### config.mk
export PLATFORM = sky130hd
export DESIGN_NAME = cfi_mbox_arbiter
export DESIGN_NICKNAME = d
export VERILOG_FILES = /design/src/rtl/cfi_pkg.sv /design/src/rtl/cfi_rr_arbiter.sv /design/src/rtl/cfi_mbox_arbiter.sv
export SDC_FILE = /design/constraint.sdc
export NUM_CORES = 1
export LEC_CHECK = 0
export CAP_MARGIN = 20
export CORE_AREA = 3 3 247 249
export CTS_CLUSTER_DIAMETER = 50
export DETAILED_ROUTE_END_ITERATION = 16
export DIE_AREA = 0 0 250 252
export SYNTH_ARGS = -nofsm -noshare
export SYNTH_HDL_FRONTEND = slang
export SYNTH_HIERARCHICAL = 1
export SYNTH_SLANG_ARGS = --single-unit
### constraint.sdc
create_clock -name clk_i -period 5.5 [get_ports clk_i]
set_input_delay 1.65 -clock clk_i [delete_from_list [all_inputs] [get_ports clk_i]]
set_output_delay 1.65 -clock clk_i [all_outputs]
set_load 0.01 [all_outputs]
### src/rtl/cfi_pkg.sv
// rtl/cfi_pkg.sv - shared CFI log record type and mailbox constants
package cfi_pkg;

  localparam int CFI_LOG_W = 256;
  typedef logic [CFI_LOG_W-1:0] cfi_log_t;

  localparam int CFI_MBOX_BEAT_W     = 32;
  localparam int CFI_MBOX_BEATS      = 8;
  localparam int CFI_MBOX_BEAT_CNT_W = $clog2(CFI_MBOX_BEATS);
  localparam logic [CFI_MBOX_BEAT_W-1:0] CFI_MBOX_BELL_VAL = 32'h1;

  localparam logic [2:0] ST_IDLE    = 3'd0;
  localparam logic [2:0] ST_DATA_AW = 3'd1;
  localparam logic [2:0] ST_DATA_W  = 3'd2;
  localparam logic [2:0] ST_DATA_B  = 3'd3;
  localparam logic [2:0] ST_BELL_AW = 3'd4;
  localparam logic [2:0] ST_BELL_W  = 3'd5;
  localparam logic [2:0] ST_BELL_B  = 3'd6;

  function automatic logic is_b_state(logic [2:0] s);
    return (s == ST_DATA_B) || (s == ST_BELL_B);
  endfunction

endpackage

### src/rtl/cfi_rr_arbiter.sv
// rtl/cfi_rr_arbiter.sv - round-robin pick starting one past the last granted index
module cfi_rr_arbiter #(
  parameter int NumReq = 2
) (
  input  logic [NumReq-1:0]         req_i,
  input  logic [$clog2(NumReq)-1:0] last_i,
  output logic [NumReq-1:0]         gnt_o,
  output logic [$clog2(NumReq)-1:0] idx_o,
  output logic                      valid_o
);

  localparam int IdxW = $clog2(NumReq);

  always_comb begin
    logic [IdxW-1:0] cand;
    gnt_o   = '0;
    idx_o   = '0;
    valid_o = 1'b0;
    cand    = '0;
    for (int off = 1; off <= NumReq; off++) begin
      cand = IdxW'((int'(last_i) + off) % NumReq);
      if (!valid_o && req_i[cand]) begin
        valid_o     = 1'b1;
        gnt_o[cand] = 1'b1;
        idx_o       = cand;
      end
    end
  end

endmodule

### src/rtl/cfi_mbox_arbiter.sv
// rtl/cfi_mbox_arbiter.sv - shares one AXI mailbox among CFI log queues (data burst + doorbell)
// Optional B-response watchdog: CFI_MBOX_TIMEOUT_EN
module cfi_mbox_arbiter
  import cfi_pkg::*;
#(
  parameter int          NumReq        = 2,
  parameter logic [63:0] MboxBase      = 64'h0000_0000_1040_4000,
  parameter logic [63:0] BellOffset    = 64'h20,
  parameter int          TimeoutCycles = 1024
) (
  input  logic                      clk_i,
  input  logic                      rst_ni,
  input  logic [NumReq-1:0]         req_valid_i,
  input  cfi_log_t [NumReq-1:0]     req_data_i,
  output logic [NumReq-1:0]         req_pop_o,
  output logic                      aw_valid_o,
  input  logic                      aw_ready_i,
  output logic [63:0]               aw_addr_o,
  output logic [7:0]                aw_len_o,
  output logic                      w_valid_o,
  input  logic                      w_ready_i,
  output logic [31:0]               w_data_o,
  output logic                      w_last_o,
  input  logic                      b_valid_i,
  output logic                      b_ready_o,
  input  logic [1:0]                b_resp_i,
  output logic                      busy_o,
  output logic [$clog2(NumReq)-1:0] grant_o,
  output logic                      err_o,
  output logic                      timeout_o
);

  localparam int IdxW = $clog2(NumReq);

  logic [2:0]                     state_q, state_d;
  logic [CFI_MBOX_BEAT_CNT_W-1:0] beat_q, beat_d;
  cfi_log_t                       data_q, data_d;
  logic [IdxW-1:0]                grant_q, grant_d;
  logic [IdxW-1:0]                ptr_q, ptr_d;
  logic                           pop, err, tmo, tmo_hit;

  logic [NumReq-1:0] rr_gnt;
  logic [IdxW-1:0]   rr_idx;
  logic              rr_valid;
  cfi_log_t          rr_data;

  cfi_rr_arbiter #(.NumReq(NumReq)) u_rr (
    .req_i   (req_valid_i),
    .last_i  (ptr_q),
    .gnt_o   (rr_gnt),
    .idx_o   (rr_idx),
    .valid_o (rr_valid)
  );

  always_comb begin
    rr_data = '0;
    for (int i = 0; i < NumReq; i++) begin
      if (rr_gnt[i]) rr_data = rr_data | req_data_i[i];
    end
  end

`ifdef CFI_MBOX_TIMEOUT_EN
  localparam int TmoW = $clog2(TimeoutCycles) + 1;
  logic [TmoW-1:0] tmo_q;

  // Restarts whenever a B state is entered or left, so each wait is timed from its first cycle.
  always_ff @(posedge clk_i or negedge rst_ni) begin
    if (!rst_ni) begin
      tmo_q <= '0;
    end else if (is_b_state(state_q) && (state_d == state_q)) begin
      tmo_q <= tmo_q + 1'b1;
    end else begin
      tmo_q <= '0;
    end
  end

  assign tmo_hit = is_b_state(state_q) && !b_valid_i && (tmo_q == TmoW'(TimeoutCycles - 1));
`else
  assign tmo_hit = 1'b0;
`endif

  always_comb begin
    state_d = state_q;
    beat_d  = beat_q;
    data_d  = data_q;
    grant_d = grant_q;
    ptr_d   = ptr_q;
    pop     = 1'b0;
    err     = 1'b0;
    tmo     = 1'b0;
    case (state_q)
      ST_IDLE: begin
        if (rr_valid) begin
          grant_d = rr_idx;
          ptr_d   = rr_idx;
          data_d  = rr_data;
          beat_d  = '0;
          state_d = ST_DATA_AW;
        end
      end
      ST_DATA_AW: if (aw_ready_i) state_d = ST_DATA_W;
      ST_DATA_W: begin
        if (w_ready_i) begin
          beat_d = beat_q + 1'b1;
          if (beat_q == CFI_MBOX_BEAT_CNT_W'(CFI_MBOX_BEATS - 1)) state_d = ST_DATA_B;
        end
      end
      ST_DATA_B: begin
        if (b_valid_i) begin
          // A failed data write makes the doorbell meaningless; drop the entry instead.
          if (b_resp_i != 2'b00) begin
            err     = 1'b1;
            pop     = 1'b1;
            state_d = ST_IDLE;
          end else begin
            state_d = ST_BELL_AW;
          end
        end else if (tmo_hit) begin
          tmo     = 1'b1;
          pop     = 1'b1;
          state_d = ST_IDLE;
        end
      end
      ST_BELL_AW: if (aw_ready_i) state_d = ST_BELL_W;
      ST_BELL_W:  if (w_ready_i) state_d = ST_BELL_B;
      ST_BELL_B: begin
        if (b_valid_i) begin
          err     = (b_resp_i != 2'b00);
          pop     = 1'b1;
          state_d = ST_IDLE;
        end else if (tmo_hit) begin
          tmo     = 1'b1;
          pop     = 1'b1;
          state_d = ST_IDLE;
        end
      end
      default: state_d = ST_IDLE;
    endcase
  end

  always_ff @(posedge clk_i or negedge rst_ni) begin
    if (!rst_ni) begin
      state_q <= ST_IDLE;
      beat_q  <= '0;
      data_q  <= '0;
      grant_q <= '0;
      ptr_q   <= IdxW'(NumReq - 1);
    end else begin
      state_q <= state_d;
      beat_q  <= beat_d;
      data_q  <= data_d;
      grant_q <= grant_d;
      ptr_q   <= ptr_d;
    end
  end

  logic [CFI_MBOX_BEATS-1:0][CFI_MBOX_BEAT_W-1:0] beats;
  assign beats = data_q;

  assign busy_o     = (state_q != ST_IDLE);
  assign grant_o    = grant_q;
  assign aw_valid_o = (state_q == ST_DATA_AW) || (state_q == ST_BELL_AW);
  assign aw_addr_o  = (state_q == ST_DATA_AW) ? MboxBase :
                      (state_q == ST_BELL_AW) ? MboxBase + BellOffset : '0;
  assign aw_len_o   = (state_q == ST_DATA_AW) ? 8'(CFI_MBOX_BEATS - 1) : 8'd0;
  assign w_valid_o  = (state_q == ST_DATA_W) || (state_q == ST_BELL_W);
  assign w_data_o   = (state_q == ST_DATA_W) ? beats[beat_q] :
                      (state_q == ST_BELL_W) ? CFI_MBOX_BELL_VAL : '0;
  assign w_last_o   = ((state_q == ST_DATA_W) && (beat_q == CFI_MBOX_BEAT_CNT_W'(CFI_MBOX_BEATS - 1))) ||
                      (state_q == ST_BELL_W);
  assign b_ready_o  = is_b_state(state_q);
  assign err_o      = err;
  assign timeout_o  = tmo;

  always_comb begin
    req_pop_o = '0;
    if (pop) req_pop_o[grant_q] = 1'b1;
  end

endmodule

======== Word-level counts from Yosys, hierarchy flattened ========
Cells that the tools add are included.
operators by class
  mux-type cells .......................... 45
  magnitude comparators ................... 7
  multipliers ............................. 0
  shifts and indexed selects .............. 0
  reduce and logical (&&, ||, !) cells .... 17
  equality and inequality tests ........... 15
  bitwise operators ....................... 2
  $add $sub $neg .......................... 3
  div/mod/pow operators ................... 0
operator list
  kind                                                        count
  two-way mux 256 bit                                         2
  bitwise OR 256 bit                                          1
  binary-select mux 32 bit (select 3 bit)                     1
  two-way mux 32 bit                                          2
  two-way mux 29 bit                                          2
  two-way mux 3 bit                                           12
  one-hot mux 3 bit (7 select lines)                          1
  two-way mux 1 bit                                           16
  != test 2 bit, second input constant                        8
  equality test 3 bit, second input constant                  4
  AND reduction 8 bit                                         1
  equality test 3 x 2 -> 1 bit, second input constant         2
  less-than comparator 1 x 2 -> 1 bit, second input constant  3
  two-way mux 2 bit                                           3
  one-hot mux 3 bit (2 select lines)                          1
  logical AND 1 bit                                           5
  logical OR 1 bit                                            4
  less-than comparator 3 x 4 -> 1 bit, second input constant  1
  one-hot mux 1 bit (2 select lines)                          2
  nonzero test 2 bit                                          2
  adder 3 x 1 -> 3 bit, second input constant                 1
  demux 1 bit (select 1 bit)                                  3
  equality test 3 x 1 -> 1 bit, second input constant         1
  greater-or-equal comparator 1 bit, second input constant    3
  7 further kinds                                             8
storage, ports and cells
  flip-flop bits (word level) ............. 264
  ROM bits ................................ 0
  bits in latches ......................... 0
  memory bits (writable) .................. 0
  word-level logic and storage cells ...... 94
  memories kept ........................... 0

======== Logic depth before layout (Yosys ltp) ========
  depth in word-level cells ............... 11
  mapped depth ............................ 7

======== Hierarchy ========
The synthesis kept the hierarchy.
by module, submodules not included
  module            cells each  area an instance (sq um)  instances
  cfi_mbox_arbiter  1432        15546.2                   1
  cfi_rr_arbiter    5           32.5                      1

======== Least setup slack after synthesis ========
Ideal clock, no wire load.
  kind .................................... input -> output
  start point ............................. input port b_resp_i[1]
  end point ............................... output port req_pop_o[1]
  stages on the path ...................... 3
  arrival time ............................ 2.190 ns
  setup slack ............................. 1.660 ns
  cells stage by stage .................... or2_2 a21oi_1 nor3b_1
on the way
  word-level cells in the longest chain between the ends .. 5
RTL lines
  what                                RTL line                 RTL
  start, declared                     cfi_mbox_arbiter.sv:26   input logic [1:0] b_resp_i,
  nonzero test 2 bit                  cfi_mbox_arbiter.sv:111  if (b_resp_i != 2'b00) begin
  two-way mux 1 bit                   cfi_mbox_arbiter.sv:111
  two-way mux 1 bit                   cfi_mbox_arbiter.sv:109  if (b_valid_i) begin
  one-hot mux 1 bit (2 select lines)  cfi_mbox_arbiter.sv:91   case (state_q)
  two-way mux 2 bit                   cfi_mbox_arbiter.sv:177  if (pop) req_pop_o[grant_q] = 1'b1;
  end, declared                       cfi_mbox_arbiter.sv:15   output logic [NumReq-1:0] req_pop_o,
Every way passes these cells.

======== Final worst setup path ========
  start point ............................. register beat_q[0]
  end point ............................... output port w_data_o[14]
on the way
  word-level cells in the longest chain between the ends .. 3
RTL lines
  what                                      RTL line                 RTL
  start, declared                           cfi_mbox_arbiter.sv:36   logic [CFI_MBOX_BEAT_CNT_W-1:0] beat_q, beat_d;
  start signal, assigned                    cfi_mbox_arbiter.sv:150  beat_q <= beat_d;
  binary-select mux 32 bit (select 3 bit)   cfi_mbox_arbiter.sv:167  assign w_data_o = (state_q == ST_DATA_W) ? beats[beat_q] :
  two-way mux 32 bit (implied by the code)  cfi_mbox_arbiter.sv:167
  two-way mux 32 bit                        cfi_mbox_arbiter.sv:167
  end, declared                             cfi_mbox_arbiter.sv:22   output logic [31:0] w_data_o,
Every way passes these cells. The select of a mux whose other input is x is not followed.

==> results.sh <==
export IMPL_finalSetupTns_ps=0
export IMPL_yosys_cell_types_count=39
export IMPL_ys_flop_type="dfrtp_1"
export IMPL_path_class="register to primary output"
export IMPL_fmax_mhz=204
export IMPL_dieArea_sq_um=63000
export IMPL_grt_max_degree=158
export IMPL_hold_violations=0
export IMPL_crit_required_ps=3850
export IMPL_io_buffers=568
export IMPL_grt_overflow=0
export IMPL_ir_worst_vdd_uv=330
export IMPL_clk_latency_ps=550
export IMPL_cts_sinks=264
export IMPL_drt_iter0_markers=672
export IMPL_postCtsSetupRepairBufs=0
export IMPL_core_area_sq_um=58900
export IMPL_synth_cells=1437
export IMPL_r2r_cells=6
export IMPL_fp_dieH_um=252
export IMPL_clk_pin_slew_ps=50
export IMPL_hold_end="ptr_q"
export IMPL_min_period_over_period=0.889
export IMPL_synth_largest_area_cell="dfrtp_1"
export IMPL_cp_max_fo=41
export IMPL_setup_viol=0
export IMPL_status="finished clean"
export IMPL_slew_headroom=0.340
export IMPL_post_synth_top_area_fraction=0.422
export IMPL_drc_errors=0
export IMPL_drive_above_1_share=0.198
export IMPL_hold_buffers=0
export IMPL_fill_cells=5698
export IMPL_synth_seq_cells=264
export IMPL_regToRegSetupSlack_ps=2770
export IMPL_area_growth_pct=48.5
export IMPL_avgSynthCellArea_sq_um=10.8
export IMPL_cts_resized=0
export IMPL_antenna_found_initial=1
export IMPL_final_antenna_net_count=0
export IMPL_ys_seq_area_frac=0.424
export IMPL_worstMarginPinSlew_ps=989
export IMPL_start_kind="register"
export IMPL_slew_viol_final=0
export IMPL_grt_pass1_vias=13908
export IMPL_tritoncts="yes"
export IMPL_cp_end_kind="primary output"
export IMPL_r2r_end="state_q[0]"
export IMPL_gp_congestion=0.810
export IMPL_arrival_ps=3240
export IMPL_htree_levels=2
export IMPL_dp_slack_ps=682
export IMPL_cts_buffers=39
export IMPL_row_count=89
export IMPL_routed_via_count=13186
export IMPL_clk_root_buffer_cell="clkbuf_16"
export IMPL_rsz0062_at_grt="false"
export IMPL_synth_warnings=6
export IMPL_min_from="ptr_q"
export IMPL_powerDensity_nw_per_um2=511
export IMPL_worst_slack_ps=608
export IMPL_synth_most_common_cell="nor2_1"
export IMPL_drv_cap=0
export IMPL_post_route_util=0.393
export IMPL_r2r_start="beat_q[0]"
export IMPL_wl_per_cell_um=21.2
export IMPL_cts_path_max_buffers=3
export IMPL_synth_area_leaders="dfrtp_1, a221oi_2, nor2_1"
export IMPL_ys_async_sr_fraction=1.00
export IMPL_layout_nets=2475
export IMPL_drtPass1Iterations=4
export IMPL_p_leak_nw=8.92
export IMPL_synth_commonest_cells="nor2_1, dfrtp_1, a221oi_2"
export IMPL_min_path_cells=2
export IMPL_clock_skew_ps=21.5
export IMPL_grt_pass1_wl_mm=86.1
export IMPL_pin_count=635
export IMPL_synth_edf_count=0
export IMPL_grt_util_all_layers=0.179
export IMPL_synthesis_area_sq_um=15600
export IMPL_die_w_um=250
export IMPL_vias_per_cell=4.78
export IMPL_drt_total_wl_mm=58.6
export IMPL_dp_final_hpwl_mm=44.9
export IMPL_fin_crit_ps=4890
export IMPL_holdCritPathClass="register to register"
export IMPL_start_util=0.264
-- power by group --
group	internal [mW]	switching (mW)	total, mW
logic	2.54	3.00	5.54
registers	2.97	0.724	3.70
clock network	1.61	0.958	2.57
total	7.12	4.69	11.8
-- area by class of cell --
| class | count | area [sq um] | area share |
|---|---|---|---|
| repair buffers | 618 | 6230 | 0.269 |
| inverters | 5 | 18.8 | 0.000811 |
| flip-flops and latches | 264 | 6620 | 0.286 |
| well taps | 773 | 967 | 0.0418 |
| diodes | 2 | 5.00 | 0.000216 |
| clock buffers | 47 | 1050 | 0.0452 |
| multi-input cells | 1024 | 7960 | 0.344 |
| clock inverters | 24 | 294 | 0.0127 |
-- layer usage --
metal,up-vias,GRT usage,share of wire
met5,-,0,0
met4,0,0.0519,0.024
met3,59,0.0378,0.056
met2,415,0.327,0.53
met1,6509,0.211,0.39
li1,6203,-,-
-- layout by cell type, fill, tap and decap left out, types with 2 or more instances in the layout --
cell type,instances
nor2_1,545
a221oi_1,56
inv_6,8
a21boi_4,2
and3_1,2
dfrtp_4,2
clkbuf_16,39
nand3_1,2
a31oi_1,2
ha_1,2
conb_1,66
dfrtp_1,260
clkinv_4,2
buf_12,13
o21ai_0,6
nor2b_1,5
nor3b_1,4
buf_4,37
diode_2,2
bufinv_16,5
clkbuf_1,4
clkdlybuf4s50_1,567
inv_1,5
a2111oi_0,2
a221oi_2,200
clkinv_2,6
or2_2,2
o32ai_1,2
nand2_1,14
nor3_1,3
clkinvlp_4,2
mux2i_1,31
a21oi_1,3
clkbuf_8,4
mux4_2,63
-- metrics by stage --
step,instance area (sq um),total power [mW],hold WS [ps],instances
floorplan,15800,7.24,450,1502
global placement,21800,9.29,483,2684
detailed placement,21800,9.43,487,2684
CTS,23100,12.1,495,2755
global route,23100,12.7,509,2756
finish,23100,11.8,496,2757
-- logic make-up after synthesis --
group                      share of synthesized area
and+or+nand+nor                                0.146
AOI/OAI and AO/OA                              0.232
DFF                                            0.424
buffers and inverters                         0.0833
muxes                                          0.112
adders and majority gates                    0.00161
other                                       0.000241
xor gates and xnor gates                    0.000562
-- sequential cells by signal (all words and copies together) (netlist names) --
register and count:
beat_q 3, beats 256, grant_o 1, ptr_q 1
state_q 3
-- worst max-delay path: stages (launching register included) --
cell,delay (ps)
dfrtp_4,1040
buf_12,280
mux4_2,570
mux2i_1,180
nor2_1,60
clkdlybuf4s50_1,560
-- worst max path at each step --
stage,from,to,slack [ps],depth (start not counted)
2_1_floorplan,b_resp_i[1],req_pop_o[1],1660,3
3_3_place_gp,b_resp_i[1],req_pop_o[0],680,5
3_5_place_dp,b_valid_i,req_pop_o[0],680,4
4_1_cts,beat_q[0],w_data_o[14],430,5
5_1_grt,beat_q[0],w_data_o[14],320,5
6_report,beat_q[0],w_data_o[14],610,5
Note: power is estimated with default switching activity, not from simulation.
==> edit 1, RTL diff (same flow settings) <==
Build with the macro `CFI_MBOX_TIMEOUT_EN` defined.
--- a/src/rtl/cfi_mbox_arbiter.sv
+++ b/src/rtl/cfi_mbox_arbiter.sv
@@ -2,2 +2,4 @@
 // Optional B-response watchdog: CFI_MBOX_TIMEOUT_EN
+`define CFI_MBOX_TIMEOUT_EN
+
 module cfi_mbox_arbiter
Function: same outputs for any inputs over 4 cycles, from zero or initial values and one cycle with rst_ni low; that may be too few to reach the edited logic, so the function may still have changed.
==> edit 1 against the original RTL <==
- power shrank 0.81%
- critical path depth is 1 higher
- core utilization is 1.0 points lower
- sequential cell count increased by 11
- cell count increased by 1.6%
- worst setup slack worse by 120 ps
- routed wire length fell by 3.7%
- critical path type is now input port to primary output
- sequential power rose by 1%
- cell area down 2.6%
- largest cell class unchanged
- synthesized area fell by 5.3%
==> edit 1: results (changes against the original RTL) <==
[cells_and_area]
final_net_count=2513  ; +1.5%

[logic_synthesis]
synth_cells=1482  ; +3.1%
seq_area_frac_synth_pct=46.6  ; +4.2 points

[worst_setup_path]
worstPathArrival_ps=3360  ; +120 ps
regToRegStartpoint=state_q[0]
r2r_slack_ps=3370  ; +600 ps
crit_path_max_fanout=5  ; -88%

[global_route]
grt_use_met3_pct=3.81  ; +0.031 points
grt_pass1_vias=13500  ; -2.6%
grt_pass1_wl_um=82700  ; -4.0%
use_met1_pct=23.7  ; +2.6 points
grtUsageTotal_pct=17.1  ; -0.74 points

[hold_path]
whs_path_depth=1  ; -1
holdPathEnd=tmo_q[0]

[drt]
drt_first_pass_iters=5  ; +1
drt_iter0_drc=977  ; +45%
route.vias.total=13500  ; +2.1%
vias_per_cell=4.81  ; +0.53%
drt_wl_total_um=56400  ; -3.7%

[status]
status=completed

[place]
dpl-instance-area_um2=21000  ; -3.7%
dp_cells=2718  ; +1.3%
dpl_worst_slack_ps=567  ; -114 ps
place.gp.congestion=0.875  ; +8.0%

[pwr]
vdd_drop_max_v=0.000263  ; -20%
leakage_nw=8.66  ; -3.0%

-- edit 1: critical path, stage by stage --
cell	delay (ps)
clkdlybuf4s50_1	540
inv_1	120
o31ai_1	160
nand4b_1	180
o31ai_1	120
clkdlybuf4s50_1	590
-- edit 1: worst max path at each step --
stage	start	endpoint	slack, ps	cells past startpoint
finish	b_valid_i	req_pop_o[0]	490	6
CTS	b_valid_i	req_pop_o[0]	560	6
floorplan	b_valid_i	err_o	1700	2
global placement	b_valid_i	req_pop_o[0]	580	6
global route	state_q[1]	w_data_o[0]	460	5
detailed placement	b_valid_i	req_pop_o[0]	570	6
-- edit 1: logic make-up (layout without fill, tap and decap cells) --
| family | count (synthesis) | in the layout | synth area share [%] |
|---|---|---|---|
| compound gates | 529 | 529 | 22.5 |
| xor+xnor | 9 | 9 | 0.534 |
| fa+ha+maj | 4 | 4 | 0.322 |
| buf+inv | 213 | 690 | 8.45 |
| flops | 275 | 275 | 46.6 |
| mux | 98 | 98 | 12.1 |
| other cells | 1 | 70 | 0.0254 |
| simple gates | 353 | 353 | 9.45 |
-- edit 1: where the power goes --
| group | switching (mW) | internal, mW |
|---|---|---|
| combinational | 2.70 | 2.39 |
| clock | 1.00 | 1.88 |
| sequential | 0.687 | 3.06 |
-- edit 1: stage by stage --
stage | utilization, % | hold slack [ps]
finish | 38.2 | 501
global route | 38.2 | 520
CTS | 38.2 | 503
detailed placement | 35.6 | 493
global placement | 35.6 | 469
floorplan | - | 450
-- edit 1: cell type report --
type	instances	area (um2)	share of cell area (%)
Clock inverter	20	290	1.29
Multi-Input combinational cell	1058	6900	30.6
Inverter	7	26.3	0.117
Antenna cell	5	12.5	0.0556
Timing Repair Buffer	605	6190	27.5
Clock buffer	58	1240	5.53
Sequential cell	275	6890	30.6
Tap cell	773	967	4.29
-- edit 1: routing by layer --
layer  routed length, um  vias to the layer above
met5                  57                        -
met4                 903                        8
met3                4000                       55
met2               26500                      540
met1               25000                     6533
li1                    -                     6331
==> edit 2, RTL diff (same settings) <==
Without the edit above. Register the outputs `err_o` and `timeout_o`, with the module's reset; this adds one clock of latency there. The other outputs are not delayed to match.
--- a/src/rtl/cfi_mbox_arbiter.sv
+++ b/src/rtl/cfi_mbox_arbiter.sv
@@ -171,4 +171,11 @@
   assign b_ready_o  = is_b_state(state_q);
-  assign err_o      = err;
-  assign timeout_o  = tmo;
+  always_ff @(posedge clk_i or negedge rst_ni) begin
+    if (!rst_ni) begin
+      err_o     <= '0;
+      timeout_o <= '0;
+    end else begin
+      err_o     <= err;
+      timeout_o <= tmo;
+    end
+  end
 
Formal check against the unedited RTL: same outputs for any inputs over 4 cycles, from zero or initial values and one cycle with rst_ni low; that may be too few to reach the edited logic, so the function may still have changed.
==> edit 2 against the original RTL <==
- non-clock buffer count grew 1
- sequential cell count grew 1
- sequential share of layout area grew 0.069 points
- cell count shrank 0.25%
- worst setup slack gained 67 ps
- cell area grew 0.14%
- synthesized area grew 0.44%
- routed wire length grew 0.34%
- power shrank 3.0%
- critical path depth shrank 1
- count of clock-buffer cells in the layout grew 9
- sequential power shrank 1%
- fmax grew 1.4%
- highest routed layer is now met5
==> edit 2: results (changes against the original RTL) <==
[worst_setup_path]
regToRegStartpoint=state_q[2]
cpLargestDelayFamily=buffers and inverters
crit_path_max_fanout=5  ; -88%
worstPathArrival_ps=3180  ; -60 ps
setup.worst_path.end=req_pop_o[1]
r2r_slack_ps=2910  ; +140 ps
r2r-end=beats[9]
crit_start=b_valid_i
slowest_stage=clkdlybuf4s50_1
cpPeakStageDelay_ps=580  ; -460 ps
reg2reg_depth=4  ; -2

[clocking]
cts_buffers=38  ; -2.6%
clk_pin_slew_ps=50  ; about the same
clockRootBuffer=clkbuf_16

[cells_and_area]
buf_share_pct=27.0  ; +0.10 points
fillers=5783  ; +1.5%
n_all_buffers=619  ; +0.16%
multi_input_area_share_pct=34.6  ; +0.21 points
clkbuf_count=56  ; +19%
inv_count=2  ; -3
sh_seq_area_pct=28.7  ; +0.069 points

[drt]
drt_first_pass_iters=5  ; +1
wl_met3_um=3370  ; +2.5%
dr_wl_met2_um=28500  ; -8.0%
drt_iter0_drc=652  ; -3.0%
vias_per_cell=4.81  ; +0.48%
wl_met1_um=26100  ; +14%
drt_wl_total_um=58800  ; +0.34%
top_layer_used=met5

[pwr]
pwr-share-seq_pct=32.0  ; +0.7 points
power.share.clock_pct=21.3  ; -0.5 points
cell_internal_pwr_mw=6.98  ; -2.0%
leakage_nw=8.95  ; +0.31%
vdd_drop_max_v=0.000358  ; +8.4%

[place]
hpwl_um=44900  ; about the same
place.gp.congestion=0.857  ; +5.7%

[status]
status=completed

[logic_synthesis]
synthArstFlopShare_pct=100  ; unchanged
yosys-top-cells-area=dfrtp_1 (42%), a221oi_2 (20%), nor2_1 (13%), mux4_2 (9.1%), buf_4 (3.6%)
yosysUniqueCellTypes=38  ; -2.6%
yosys-top-cells-count=nor2_1 (552), dfrtp_1 (264), a221oi_2 (210)
seq_area_frac_synth_pct=42.4  ; about the same

[global_route]
use_met1_pct=24.1  ; +3.0 points
grt_pass1_vias=13700  ; -1.4%
antenna_found_initial=3  ; +2
grt_pass1_wl_um=85800  ; -0.37%
grt_use_met3_pct=3.82  ; +0.041 points
use_met2_pct=29.9  ; -2.7 points

[timing]
max-slew-margin-rel_pct=36.9  ; +2.9 points
skew_ps=17.4  ; -4.14 ps

[hold_path]
hold_path.class=flip-flop to flip-flop

edit 2: kinds of logic after synthesis:
| logic type | count (synthesis) | share of synthesized area [%] |
|---|---|---|
| AND/OR/NAND/NOR | 585 | 14.5 |
| AO/OA/AOI/OAI | 270 | 23.3 |
| flip-flops | 265 | 42.4 |
| buffers and inverters | 211 | 8.19 |
| multiplexers | 100 | 11.4 |
| adder cells (fa/ha/maj) | 2 | 0.160 |
| other | 1 | 0.0240 |
edit 2: per-stage QoR:
| step | setup WS (ps) | power, mW | cells | area, um2 | hold WS [ps] |
|---|---|---|---|---|---|
| 2_1_floorplan | 1680 | 7.05 | 1499 | 15900 | 450 |
| 3_3_place_gp | 643 | 8.98 | 2682 | 21900 | 481 |
| 3_5_place_dp | 702 | 9.12 | 2682 | 21900 | 485 |
| 4_1_cts | 693 | 11.6 | 2750 | 23200 | 496 |
| 5_1_grt | 653 | 12.3 | 2750 | 23200 | 518 |
| 6_report | 675 | 11.5 | 2750 | 23200 | 492 |
